File: src/rtl/wb_arbiter_if.sv
// Writeback bus bundle: three result sources, register-file write port,
// forwarding lookup and contention counter. The arbiter uses the slave modport.
interface wb_arbiter_if;
  logic        alu_valid, fpu_valid, mem_valid;
  logic [4:0]  alu_rd, fpu_rd, mem_rd;
  logic [31:0] alu_data, fpu_data, mem_data;
  logic        alu_ready, fpu_ready, mem_ready;
  logic        w_enable;
  logic [4:0]  w_addr;
  logic [31:0] w_data;
  logic [4:0]  rs1, rs2;
  logic        fwd1_hit, fwd2_hit;
  logic [31:0] fwd1_data, fwd2_data;
  logic [15:0] conflict_cnt;

  modport master (
    output alu_valid, fpu_valid, mem_valid,
    output alu_rd, fpu_rd, mem_rd,
    output alu_data, fpu_data, mem_data,
    output rs1, rs2,
    input  alu_ready, fpu_ready, mem_ready,
    input  w_enable, w_addr, w_data,
    input  fwd1_hit, fwd2_hit, fwd1_data, fwd2_data,
    input  conflict_cnt
  );

  modport slave (
    input  alu_valid, fpu_valid, mem_valid,
    input  alu_rd, fpu_rd, mem_rd,
    input  alu_data, fpu_data, mem_data,
    input  rs1, rs2,
    output alu_ready, fpu_ready, mem_ready,
    output w_enable, w_addr, w_data,
    output fwd1_hit, fwd2_hit, fwd1_data, fwd2_data,
    output conflict_cnt
  );
endinterface

File: src/rtl/wb_arbiter.sv
// Round-robin writeback arbiter (alu/fpu/mem -> register file) with 1-cycle write latency.
// Define WB_FORWARD_EN to build the write-to-read forwarding compare logic.
module wb_arbiter (
  input  logic        clk,
  input  logic        rst,
  wb_arbiter_if.slave bus
);

  typedef enum logic [1:0] {
    LAST_ALU = 2'd0,
    LAST_FPU = 2'd1,
    LAST_MEM = 2'd2
  } last_t;

  last_t       r_last;
  last_t       w_last_nxt;
  logic [2:0]  w_valid;
  logic [2:0]  w_gnt;
  logic        w_xfer;
  logic        w_contend;
  logic [4:0]  w_sel_rd;
  logic [31:0] w_sel_data;
  logic        r_we;
  logic [4:0]  r_addr;
  logic [31:0] r_data;
  logic [15:0] r_cnt;

  // bit 0 = alu, bit 1 = fpu, bit 2 = mem throughout
  assign w_valid   = {bus.mem_valid, bus.fpu_valid, bus.alu_valid};
  assign w_xfer    = |w_gnt;
  assign w_contend = (w_valid[0] & w_valid[1]) | (w_valid[0] & w_valid[2]) |
                     (w_valid[1] & w_valid[2]);

  // Round-robin grant search, next-state and selected-source mux
  always_comb begin
    w_gnt      = 3'b000;
    w_last_nxt = r_last;
    w_sel_rd   = 5'd0;
    w_sel_data = 32'd0;
    if (rst) begin
      w_gnt = 3'b000;
    end else begin
      case (r_last)
        LAST_ALU: begin
          if (w_valid[1])      w_gnt = 3'b010;
          else if (w_valid[2]) w_gnt = 3'b100;
          else if (w_valid[0]) w_gnt = 3'b001;
          else                 w_gnt = 3'b000;
        end
        LAST_FPU: begin
          if (w_valid[2])      w_gnt = 3'b100;
          else if (w_valid[0]) w_gnt = 3'b001;
          else if (w_valid[1]) w_gnt = 3'b010;
          else                 w_gnt = 3'b000;
        end
        default: begin
          // An illegal encoding falls back to alu-first so nothing can stall
          if (w_valid[0])      w_gnt = 3'b001;
          else if (w_valid[1]) w_gnt = 3'b010;
          else if (w_valid[2]) w_gnt = 3'b100;
          else                 w_gnt = 3'b000;
        end
      endcase
    end
    case (w_gnt)
      3'b001: begin
        w_last_nxt = LAST_ALU;
        w_sel_rd   = bus.alu_rd;
        w_sel_data = bus.alu_data;
      end
      3'b010: begin
        w_last_nxt = LAST_FPU;
        w_sel_rd   = bus.fpu_rd;
        w_sel_data = bus.fpu_data;
      end
      3'b100: begin
        w_last_nxt = LAST_MEM;
        w_sel_rd   = bus.mem_rd;
        w_sel_data = bus.mem_data;
      end
      default: begin
        w_last_nxt = r_last;
        w_sel_rd   = 5'd0;
        w_sel_data = 32'd0;
      end
    endcase
  end

  // Round-robin state register
  always_ff @(posedge clk) begin
    if (rst) begin
      r_last <= LAST_MEM;
    end else begin
      r_last <= w_last_nxt;
    end
  end

  // Register-file write port and saturating contention counter
  always_ff @(posedge clk) begin
    if (rst) begin
      r_we   <= 1'b0;
      r_addr <= 5'd0;
      r_data <= 32'd0;
      r_cnt  <= 16'd0;
    end else begin
      // Writes to x0 complete the handshake but leave addr/data untouched
      if (w_xfer && (w_sel_rd != 5'd0)) begin
        r_we   <= 1'b1;
        r_addr <= w_sel_rd;
        r_data <= w_sel_data;
      end else begin
        r_we <= 1'b0;
      end
      if (w_contend && (r_cnt != 16'hFFFF)) begin
        r_cnt <= r_cnt + 16'd1;
      end
    end
  end

  assign bus.alu_ready    = w_gnt[0];
  assign bus.fpu_ready    = w_gnt[1];
  assign bus.mem_ready    = w_gnt[2];
  assign bus.w_enable     = r_we;
  assign bus.w_addr       = r_addr;
  assign bus.w_data       = r_data;
  assign bus.conflict_cnt = r_cnt;

`ifdef WB_FORWARD_EN
  logic w_hit1, w_hit2;
  assign w_hit1        = r_we && (r_addr == bus.rs1) && (bus.rs1 != 5'd0);
  assign w_hit2        = r_we && (r_addr == bus.rs2) && (bus.rs2 != 5'd0);
  assign bus.fwd1_hit  = w_hit1;
  assign bus.fwd2_hit  = w_hit2;
  assign bus.fwd1_data = w_hit1 ? r_data : 32'd0;
  assign bus.fwd2_data = w_hit2 ? r_data : 32'd0;
`else
  logic w_unused_rs;
  assign w_unused_rs   = ^{bus.rs1, bus.rs2};
  assign bus.fwd1_hit  = 1'b0;
  assign bus.fwd2_hit  = 1'b0;
  assign bus.fwd1_data = 32'd0;
  assign bus.fwd2_data = 32'd0;
`endif

endmodule

File: src/flat_wrapper.sv
// flat-port wrapper written by rule: the top's interface ports become plain ports
module wb_arbiter_flat 
  (clk, rst, bus_alu_valid, bus_fpu_valid, bus_mem_valid, bus_alu_rd, bus_fpu_rd, bus_mem_rd, bus_alu_data, bus_fpu_data, bus_mem_data, bus_rs1, bus_rs2, bus_alu_ready, bus_fpu_ready, bus_mem_ready, bus_w_enable, bus_w_addr, bus_w_data, bus_fwd1_hit, bus_fwd2_hit, bus_fwd1_data, bus_fwd2_data, bus_conflict_cnt);
  wb_arbiter_if bus_i ();
  input  logic clk;
  input  logic rst;
  input wire logic [$bits(bus_i.alu_valid)-1:0] bus_alu_valid;
  input wire logic [$bits(bus_i.fpu_valid)-1:0] bus_fpu_valid;
  input wire logic [$bits(bus_i.mem_valid)-1:0] bus_mem_valid;
  input wire logic [$bits(bus_i.alu_rd)-1:0] bus_alu_rd;
  input wire logic [$bits(bus_i.fpu_rd)-1:0] bus_fpu_rd;
  input wire logic [$bits(bus_i.mem_rd)-1:0] bus_mem_rd;
  input wire logic [$bits(bus_i.alu_data)-1:0] bus_alu_data;
  input wire logic [$bits(bus_i.fpu_data)-1:0] bus_fpu_data;
  input wire logic [$bits(bus_i.mem_data)-1:0] bus_mem_data;
  input wire logic [$bits(bus_i.rs1)-1:0] bus_rs1;
  input wire logic [$bits(bus_i.rs2)-1:0] bus_rs2;
  output wire logic [$bits(bus_i.alu_ready)-1:0] bus_alu_ready;
  output wire logic [$bits(bus_i.fpu_ready)-1:0] bus_fpu_ready;
  output wire logic [$bits(bus_i.mem_ready)-1:0] bus_mem_ready;
  output wire logic [$bits(bus_i.w_enable)-1:0] bus_w_enable;
  output wire logic [$bits(bus_i.w_addr)-1:0] bus_w_addr;
  output wire logic [$bits(bus_i.w_data)-1:0] bus_w_data;
  output wire logic [$bits(bus_i.fwd1_hit)-1:0] bus_fwd1_hit;
  output wire logic [$bits(bus_i.fwd2_hit)-1:0] bus_fwd2_hit;
  output wire logic [$bits(bus_i.fwd1_data)-1:0] bus_fwd1_data;
  output wire logic [$bits(bus_i.fwd2_data)-1:0] bus_fwd2_data;
  output wire logic [$bits(bus_i.conflict_cnt)-1:0] bus_conflict_cnt;
  assign bus_i.alu_valid = bus_alu_valid;
  assign bus_i.fpu_valid = bus_fpu_valid;
  assign bus_i.mem_valid = bus_mem_valid;
  assign bus_i.alu_rd = bus_alu_rd;
  assign bus_i.fpu_rd = bus_fpu_rd;
  assign bus_i.mem_rd = bus_mem_rd;
  assign bus_i.alu_data = bus_alu_data;
  assign bus_i.fpu_data = bus_fpu_data;
  assign bus_i.mem_data = bus_mem_data;
  assign bus_i.rs1 = bus_rs1;
  assign bus_i.rs2 = bus_rs2;
  assign bus_alu_ready = bus_i.alu_ready;
  assign bus_fpu_ready = bus_i.fpu_ready;
  assign bus_mem_ready = bus_i.mem_ready;
  assign bus_w_enable = bus_i.w_enable;
  assign bus_w_addr = bus_i.w_addr;
  assign bus_w_data = bus_i.w_data;
  assign bus_fwd1_hit = bus_i.fwd1_hit;
  assign bus_fwd2_hit = bus_i.fwd2_hit;
  assign bus_fwd1_data = bus_i.fwd1_data;
  assign bus_fwd2_data = bus_i.fwd2_data;
  assign bus_conflict_cnt = bus_i.conflict_cnt;
  wb_arbiter u_core (.clk(clk), .rst(rst), .bus(bus_i));
endmodule
File: config.mk
export PLATFORM = sky130hd
export DESIGN_NAME = wb_arbiter_flat
export DESIGN_NICKNAME = d
export VERILOG_FILES = /design/src/rtl/wb_arbiter_if.sv /design/src/rtl/wb_arbiter.sv /design/src/flat_wrapper.sv
export SDC_FILE = /design/constraint.sdc
export NUM_CORES = 1
export LEC_CHECK = 0
export ABC_CLOCK_PERIOD_IN_PS = 3310
export CORE_MARGIN = 4
export CORE_UTILIZATION = 34
export DETAILED_ROUTE_END_ITERATION = 7
export GPL_ROUTABILITY_DRIVEN = 0
export GPL_TIMING_DRIVEN = 0
export PLACE_DENSITY = 0.81
export SLEW_MARGIN = 20
export SYNTH_ARGS = -nofsm -noshare
export SYNTH_HDL_FRONTEND = slang
export SYNTH_SLANG_ARGS = --single-unit
File: constraint.sdc
create_clock -name clk -period 3.31 [get_ports clk]
set_clock_uncertainty 0.15 [all_clocks]
set_input_delay 0.662 -clock clk [delete_from_list [all_inputs] [get_ports clk]]
set_output_delay 0.662 -clock clk [all_outputs]
set_load 0.02 [all_outputs]
Word-level counts from Yosys, hierarchy flattened --
Cells that the tools add are included.
Storage, ports and cells: register bits 56, output and inout port bits 123, logic and storage cells 37
Operators by class: $add $sub $neg 1, equal/unequal tests 5, muxes and demuxes 15, bitwise operators 5, reductions and logical operators 6
Operators by type and width (number):
- 32-bit one-hot mux with 3 select lines | 1
- 3-bit 2-to-1 mux | 8
- 16-bit by 1-bit adder with 16-bit output, second input constant | 1
- 16-bit != test, second input constant | 1
- 5-bit one-hot mux with 3 select lines | 1
- 2-bit one-hot mux with 3 select lines | 1
- 3-bit one-hot mux with 2 select lines | 1
- 5-bit nonzero test | 1
- 1-bit bitwise AND | 3
- 3-bit by 1-bit equality test with 1-bit output, second input constant | 1
- 3-bit by 2-bit equality test with 1-bit output, second input constant | 1
- 3-bit equality test, second input constant | 1
- 3-bit nonzero test | 1
- 3-bit OR reduction | 1
- 2-bit by 1-bit equality test with 1-bit output, second input constant | 1
- 1-bit logical AND | 2
- 2-bit logical NOT | 1
- 1-bit 2-to-1 mux | 2
- 2-bit 2-to-1 mux | 1
- 1-bit bitwise OR | 2

Longest topological paths before layout --
word-level depth 10, depth in mapped cells 10, gate-level depth less buffers 7

Worst setup path after synthesis --
No wires, ideal clock.
path type input port to flip-flop, start input port bus_mem_valid, end register u_core.r_data[3] (netlist: u_core.bus.w_data[3]), setup time 0.122 ns, arrival 2.317 ns, slack 0.721 ns, cell stages on the path 10, path buffers 3, cell sequence nor2b_2 > o22ai_1 > and3b_1 > buf_6 > a222oi_1 > and3_1 > buf_4 > and2_4 > buf_6 > o21ai_0
Between the ends: word-level cells in the longest chain between the ends 9, elaborated cells on any way between the ends 16
Ends and longest elaborated chain:
- start: declaration | line flat_wrapper.sv:9 | input wire logic [$bits(bus_i.mem_valid)-1:0] bus_mem_valid;
- 3-bit 2-to-1 mux | line wb_arbiter.sv:60 | else if (w_valid[2]) w_gnt = 3'b100;
- 3-bit 2-to-1 mux | line wb_arbiter.sv:59 | else if (w_valid[1]) w_gnt = 3'b010;
- 3-bit 2-to-1 mux | line wb_arbiter.sv:58 | if (w_valid[0]) w_gnt = 3'b001;
- 3-bit one-hot mux with 2 select lines * | line wb_arbiter.sv:43 | case (r_last)
- 3-bit 2-to-1 mux * | line wb_arbiter.sv:40 | if (rst) begin
- 3-bit equality test, or another cell as far along | line wb_arbiter.sv:65 | case (w_gnt)
- 5-bit one-hot mux with 3 select lines | line wb_arbiter.sv:65
- 5-bit nonzero test | line wb_arbiter.sv:107 | if (w_xfer && (w_sel_rd != 5'd0)) begin
- 1-bit logical AND | line wb_arbiter.sv:107
- end signal: assignment | line wb_arbiter.sv:110 | r_data <= w_sel_data;
- end: declaration | line wb_arbiter.sv:25 | logic [31:0] r_data;
Every way passes the cells marked *; elsewhere a longest branch is shown, timed or not. A chain may end at the register's enable or synchronous reset.

Worst setup path after layout --
start input port bus_mem_valid, end output port bus_fpu_ready
Between the ends: word-level cells in the longest chain between the ends 3
Ends and longest elaborated chain:
- 3-bit 2-to-1 mux | line wb_arbiter.sv:51 | if (w_valid[2]) w_gnt = 3'b100;
- 3-bit one-hot mux with 2 select lines | line wb_arbiter.sv:43
- 3-bit 2-to-1 mux | line wb_arbiter.sv:40
- end: declaration | line flat_wrapper.sv:19 | output wire logic [$bits(bus_i.fpu_ready)-1:0] bus_fpu_ready;
No other way between the ends.

==> out/qor.csv <==
stage,metric,value,unit
floorplanning,num_rows,35,
floorplanning,fp.dieArea,0.0113,mm2
setup_path,start_kind,input port,
yosys,synth_area_per_cell,8.52,um2
sta,rsz0062_at_grt,no,
yosys,ys_seq_elements,56,
setup_path,worst-path-stages,7,
sta,max_slew.worst_pin.slew,573,ps
global_route,grt_usage,19.2,%
placed_design,hpwl,9260,um
sta,fmax,315,MHz
drt,dr.pass1.iters,4,
yosys,synthesis.area,0.00327,mm2
global_route,grt_max_degree,19,
cts,cts_root_buffer,clkbuf_8,
finish,layout_commonest_cell,clkdlybuf4s50_1,
yosys,synth_top_area_cell,dfxtp_1,
setup_path,path_buf_inv,4,
floorplanning,initial_core_util,35.2,%
cts,postCtsHoldBufs,0,
finish,multi_input_area,0.00173,mm2
setup_path,critPathRequiredTime,2500,ps
min_path,hp-class,flip-flop to flip-flop,
flow_run,drv_cap,0,
yosys,synth_cells,384,
yosys,synth_top_area_share,34.3,%
global_route,busiest_layer,met2,
floorplanning,core_area,0.00928,mm2
finish,stdcell_count,760,
sta,final-hold-violation-count,0,
yosys,yosysWarnings,0,
floorplanning,fp.dieW,106,um
sta,drv_slew,0,
floorplanning,io_pins,249,
setup_path,path_max_fanout,10,
setup_path,crit_chain,clkdlybuf4s50_1 > nor2b_2 > o22ai_1 > and3b_1 > buf_6 > clkbuf_2 > clkdlybuf4s15_1,
drt,drt_iter0_markers,79,
finish,area_delta_synth_final,68.6,%
power_and_ir_drop,leakagePower,2.26,nW
setup_path,timing.rr.end,u_core.bus.w_data[16],
cts,cts_tree,built,
drt,vias,3529,
global_route,antenna_found_initial,0,
cts,clk_latency,310,ps
cts,clock_tree.buffer_depth,2,
placed_design,io_buffers,172,
finish,insertedDiodeCount,0,
cts,cts_buffers,5,
global_route,grt_pass1_wl,17600,um
floorplanning,die_h,106,um
setup_path,crit_path_top_delay_cell,clkdlybuf4s50_1,
global_route,grt_pass1_vias,3643,
cts,clk_pin_slew,110,ps
cts,cts_sinks,56,
finish,layout_common_cells,"clkdlybuf4s50_1, buf_4, conb_1",
finish,drive_gt1_share,16.0,%
global_route,grt.overflow.total,0,
sta,period_share,95.9,%
setup_path,crit_type,input port to output pin,
placed_design,dp_worst_setup_slack,-714,ps
finish,final_cell_area,0.00551,mm2
placed_design,place_area,0.00540,mm2
sta,worst_slack,134,ps
setup_path,critPathCapture,bus_fpu_ready,
setup_path,crit_arrival,2360,ps
yosys,synth_area_leaders,"dfxtp_1, buf_4, a22o_1",
power_and_ir_drop,power,1.91,mW
sta,tns,0,ps
setup_path,max_stage_delay,430,ps
setup_path,r2r_start,u_core.r_last[0],
setup_path,rrSetupSlack,650,ps
drt,vias_per_cell,4.64,
global_route,grt_use_met1,20.6,%
finish,nNetsFinal,757,
global_route,use_met2,35.7,%
sta,whs,330,ps
min_path,min_from,u_core.bus.w_addr[1],
power_and_ir_drop,power_density,346,mW/mm2
drt,routedWlPerCell,14.8,um
drt,wl,11300,um
power_and_ir_drop,max-vdd-ir-drop,0.190,mV
drt,drc,0,
finish,num-fill-cells,828,
setup_path,worstSetupStartpoint,bus_mem_valid,
placed_design,placed_cells,750,
drt,ant_nets,0,
sta,final.min_clock_period,3180,ps
setup_path,r2r.worst_path.cells,10,
setup_path,crit_path_end_kind,output pin,
setup_path,critical-path-top-delay-family,buffers and inverters,
global_route,met3_usage,5.59,%
cts,htree_num_levels,2,
yosys,yosysSeqAreaShare,34.3,%
finish,fin_util,59.4,%
sta,setup_viol,0,
finish,seqCellArea,0.00112,mm2
yosys,synth_cell_types,36,
sta,slew_headroom,61.8,%
status,status,"finished, final reports clean",
[state kept, by name, indices dropped and copies added, names as in the netlist]
register	flops
u_core.r_last	2
u_core.bus.w_data	32
u_core.bus.w_enable	1
u_core.bus.w_addr	5
u_core.bus.conflict_cnt	16
[power breakdown]
part | internal, mW | switching (mW)
Sequential | 0.738 | 0.0370
Combinational | 0.376 | 0.366
Clock | 0.151 | 0.238
Total | 1.27 | 0.641
[final cells by class]
type / instances / share of cell area [%]
clock buffers: 5 / 1.25
clock inverters: 3 / 0.431
plain buffers: 96 / 12.0
flip-flops and latches: 56 / 20.3
inverters: 6 / 0.408
well taps: 129 / 2.93
multi-input cells: 291 / 31.3
repair buffers: 174 / 31.3
[timing repair]
item | CTS | global route
pin swaps | 0 | 1
setup buffers | 0 | 2
cloned | 0 | 0
endpoints found under the setup margin | 3 | 34
resized for setup | 12 | 3
[Yosys cell counts]
cell      count
and4_1        2
nand4_1       6
a221o_1       1
and2_4        1
o21ai_0      33
dfxtp_1      56
buf_1         3
and2_1        2
a22o_1       32
or2_2         2
xor2_1        7
nor2_1       18
nand3_1       9
a21oi_1      44
buf_2         9
o21ai_1       3
and3b_1       1
o22ai_1       1
nor3_1        3
inv_1         6
nand4b_1     32
clkbuf_1     13
buf_4        67
nand2_1       6
xnor2_1       3
nor3b_1       1
buf_6         4
or3_1         4
conb_1        1
and3_1        2
nand2b_1      2
mux2i_1       2
nor2b_2       1
nor4b_1       1
ha_1          1
a222oi_1      5
[tightest hold or removal path, delay by kind of cell (launching register included)]
family | cells | cell delay [ps]
flip-flops | 1 | 330
AO/OA/AOI/OAI | 1 | 60
AND/OR/NAND/NOR | 1 | 60
[logic make-up (layout without fill, tap and decap cells)]
kind of cell / after synthesis / count (layout) / share of synthesized area [%]
compound gates: 119 / 119 / 22.8
fa+ha+maj: 1 / 1 / 0.382
simple gates: 93 / 93 / 18.4
xor+xnor: 10 / 10 / 2.68
flops: 56 / 56 / 34.3
other cells: 1 / 66 / 0.115
buf+inv: 102 / 284 / 20.7
mux: 2 / 2 / 0.612
[worst min path at each step]
stage          cells after the start                   end  slack (ps)
2_1_floorplan                      2  u_core.bus.w_addr[1]         400
3_3_place_gp                       2  u_core.bus.w_addr[1]         310
3_5_place_dp                       2  u_core.bus.w_addr[4]         310
4_1_cts                            2  u_core.bus.w_addr[3]         330
5_1_grt                            2  u_core.bus.w_addr[3]         350
6_report                           2  u_core.bus.w_addr[1]         330
[layer usage]
metal | share of wire, % | up-vias
li1 | - | 1755
met1 | 38 | 1597
met2 | 51 | 158
met3 | 9.2 | 19
met4 | 2.1 | 0
met5 | 0 | -
(Power assumes the default switching activity.)
==> variant (config.mk and constraints unchanged) <==
Re-encode `last_t` (3 values) as one-hot, 3 bits wide.
--- a/src/rtl/wb_arbiter.sv
+++ b/src/rtl/wb_arbiter.sv
@@ -7,8 +7,8 @@
 );
 
-  typedef enum logic [1:0] {
-    LAST_ALU = 2'd0,
-    LAST_FPU = 2'd1,
-    LAST_MEM = 2'd2
+  typedef enum logic [2:0] {
+    LAST_ALU = 3'b001,
+    LAST_FPU = 3'b010,
+    LAST_MEM = 3'b100
   } last_t;
 
Formal check against the unedited RTL: same outputs for any inputs over 10 cycles, from zero or initial values and one cycle with rst high; not proved beyond that.
==> variant against the original RTL <==
Area after synthesis is 5.6% higher. Cell area is 5.2% higher. Total power is 8.8% higher. Sequential share of layout area is 0.67 points lower. Sequential cell count is 1 higher. Wire length is 2.4% higher. Clock power is 64% higher. Sequential power is 0.5% lower. Worst setup slack worse by 0.072 ns. Core utilization is 0.30 points lower. Via count is 2.2% higher. Critical path type unchanged. Highest routed layer unchanged.
==> variant: results (changes against the original RTL) <==
Global route
  • Met3 Usage GRT: 5.33% (-0.26 points)
  • Pin count of the biggest net entering global routing: 14 (-5)
  • Vias in the first global route: 3599 (-1.2%)
  • GR Util All Layers: 18.2% (-1.0 points)
  • Met2 usage: 33.2% (-2.5 points)
  • First-pass GRT wire length: 17000 um (-3.3%)
  • Global Route met1 Usage: 19.2% (-1.4 points)

Yosys
  • Post-synthesis async set-or-reset flop share: 0% (unchanged)
  • Warnings, synthesis: 0 (unchanged)
  • Commonest cells post-synth: 67 x buf_4, 57 x dfxtp_1, 38 x nand2b_1
  • Top cells by area, synth: dfxtp_1 33%, buf_4 15%, a222oi_1 10%
  • Sequential share of the synthesized area: 33.0% (-1.2 points)
  • Synth Instances: 374 (-2.6%)
  • Distinct cells, synth: 50 (+39%)

Placement
  • Port Buf Inserts: 171 (-0.58%)
  • DP Cell Count: 743 (-0.93%)
  • Pre-CTS setup slack: -0.648 ns (+0.0656 ns)
  • DPL Wire Length: 9360 um (+1.2%)

STA
  • Final min period: 3.25 ns (+0.0719 ns)
  • Hold slack: 0.320 ns (-0.00976 ns)
  • Slew HR: 64.8% (+3.0 points)

Route
  • DR WL met3: 1120 um (+8.0%)
  • DR vias: 3608 (+2.2%)
  • DR pass1 iterations: 6 (+2)
  • Starting DRT DRC Count: 250 (+220%)
  • WL/cell: 15.2 um (+2.4%)
  • DR WL met2: 6080 um (+5.4%)
  • DR top layer: met4
  • Wire length on met1: 4090 um (-3.2%)

Critical path
  • Max incr delay on CP: 0.54 ns (+0.11 ns)
  • Slowest cell on the critical path: clkdlybuf4s50_1
  • Critical Path AT: 2.44 ns (+0.08 ns)
  • R2r endpoint: u_core.bus.w_data[21]$_SDFFE_PP0P_
  • Worst R2R Setup Slack: 0.87 ns (+0.22 ns)
  • Worst R2R Path Depth: 6 (-4)

Hold path
  • WHS Endpoint: u_core.bus.w_addr[2]$_SDFFE_PP0P_
  • Worst Hold Launch: u_core.bus.w_addr[2]$_SDFFE_PP0P_
  • Type of the tightest min-delay check: reg -> reg
  • Hold Crit Depth: 2 (unchanged)

Pwr
  • Max VDD drop: 0.000189 V (-0.60%)
  • Cell leakage power: 2.45 nW (+8.3%)

Final layout
  • Layout Nets: 749 (-1.1%)
  • Layout cells sized above 1: 16.4% (+0.42 points)
  • Fill count: 910 (+9.9%)
  • ANT cells: 0 (unchanged)
  • Final std cells w/o fill: 760 (unchanged)

Clock network
  • CTS H-tree lvls: 3 (+1)
  • CTS Buf Count: 9 (+4)
  • CTS clk-pin slew, worst paths: 0.07 ns (-0.04 ns)

Status
  • Outcome: completed
## variant: timing repair
action | CTS | global route
gates resized for setup | 9 | 0
endpoints found under the setup margin | 3 | 1
buffers inserted | 2 | 0
pin swaps | 1 | 1
## variant: worst register-to-register path, delay by kind of cell (launching register included)
kind,cells,cell delay [ns]
buffers and inverters,2,0.59
muxes,1,0.17
and+or+nand+nor,1,0.42
AOI/OAI and AO/OA,2,0.64
DFF,1,0.41
## variant: worst max-delay path by stage
stage,start,cells past startpoint,to
6_report,bus_fpu_valid,5,bus_alu_ready
5_1_grt,bus_fpu_valid,5,bus_alu_ready
4_1_cts,bus_fpu_valid,5,bus_alu_ready
3_5_place_dp,bus_fpu_valid,5,bus_alu_ready
3_3_place_gp,bus_fpu_valid,5,bus_alu_ready
2_1_floorplan,rst,4,bus_alu_ready
## variant: kinds of logic (layout without fill, tap and decap cells)
family	count (synthesis)	count (layout)	synth area share, %
and+or+nand+nor	103	103	17.5
buffers and inverters	97	285	18.6
AOI/OAI and AO/OA	71	71	17.8
DFF	57	57	33.0
muxes	35	35	10.2
xor gates and xnor gates	8	8	2.03
adders and majority gates	2	2	0.652
other	1	66	0.109
## variant: final cells by class
class                      instances  share of cell area [%]
buffer                            91                    10.9
multi-input combinational        285                    33.2
clock inverter                     6                   0.992
sequential                        57                    19.7
clock buffer                      10                    2.37
tap                              133                    2.87
inverter                           5                   0.323
timing repair buffer             173                    29.7
## variant: power by group
group / internal [mW] / switching [mW]
Clock: 0.363 / 0.276
Sequential: 0.740 / 0.0309
Combinational: 0.354 / 0.312
Total: 1.46 / 0.618
## variant: stage by stage
stage	setup TNS (ns)	cell area (sq um)
after global routing	0	5800
after CTS	0	5800
final	0	5800
after floorplan	0	3700
after detailed placement	-1.57	5580
after global placement	-1.60	5580
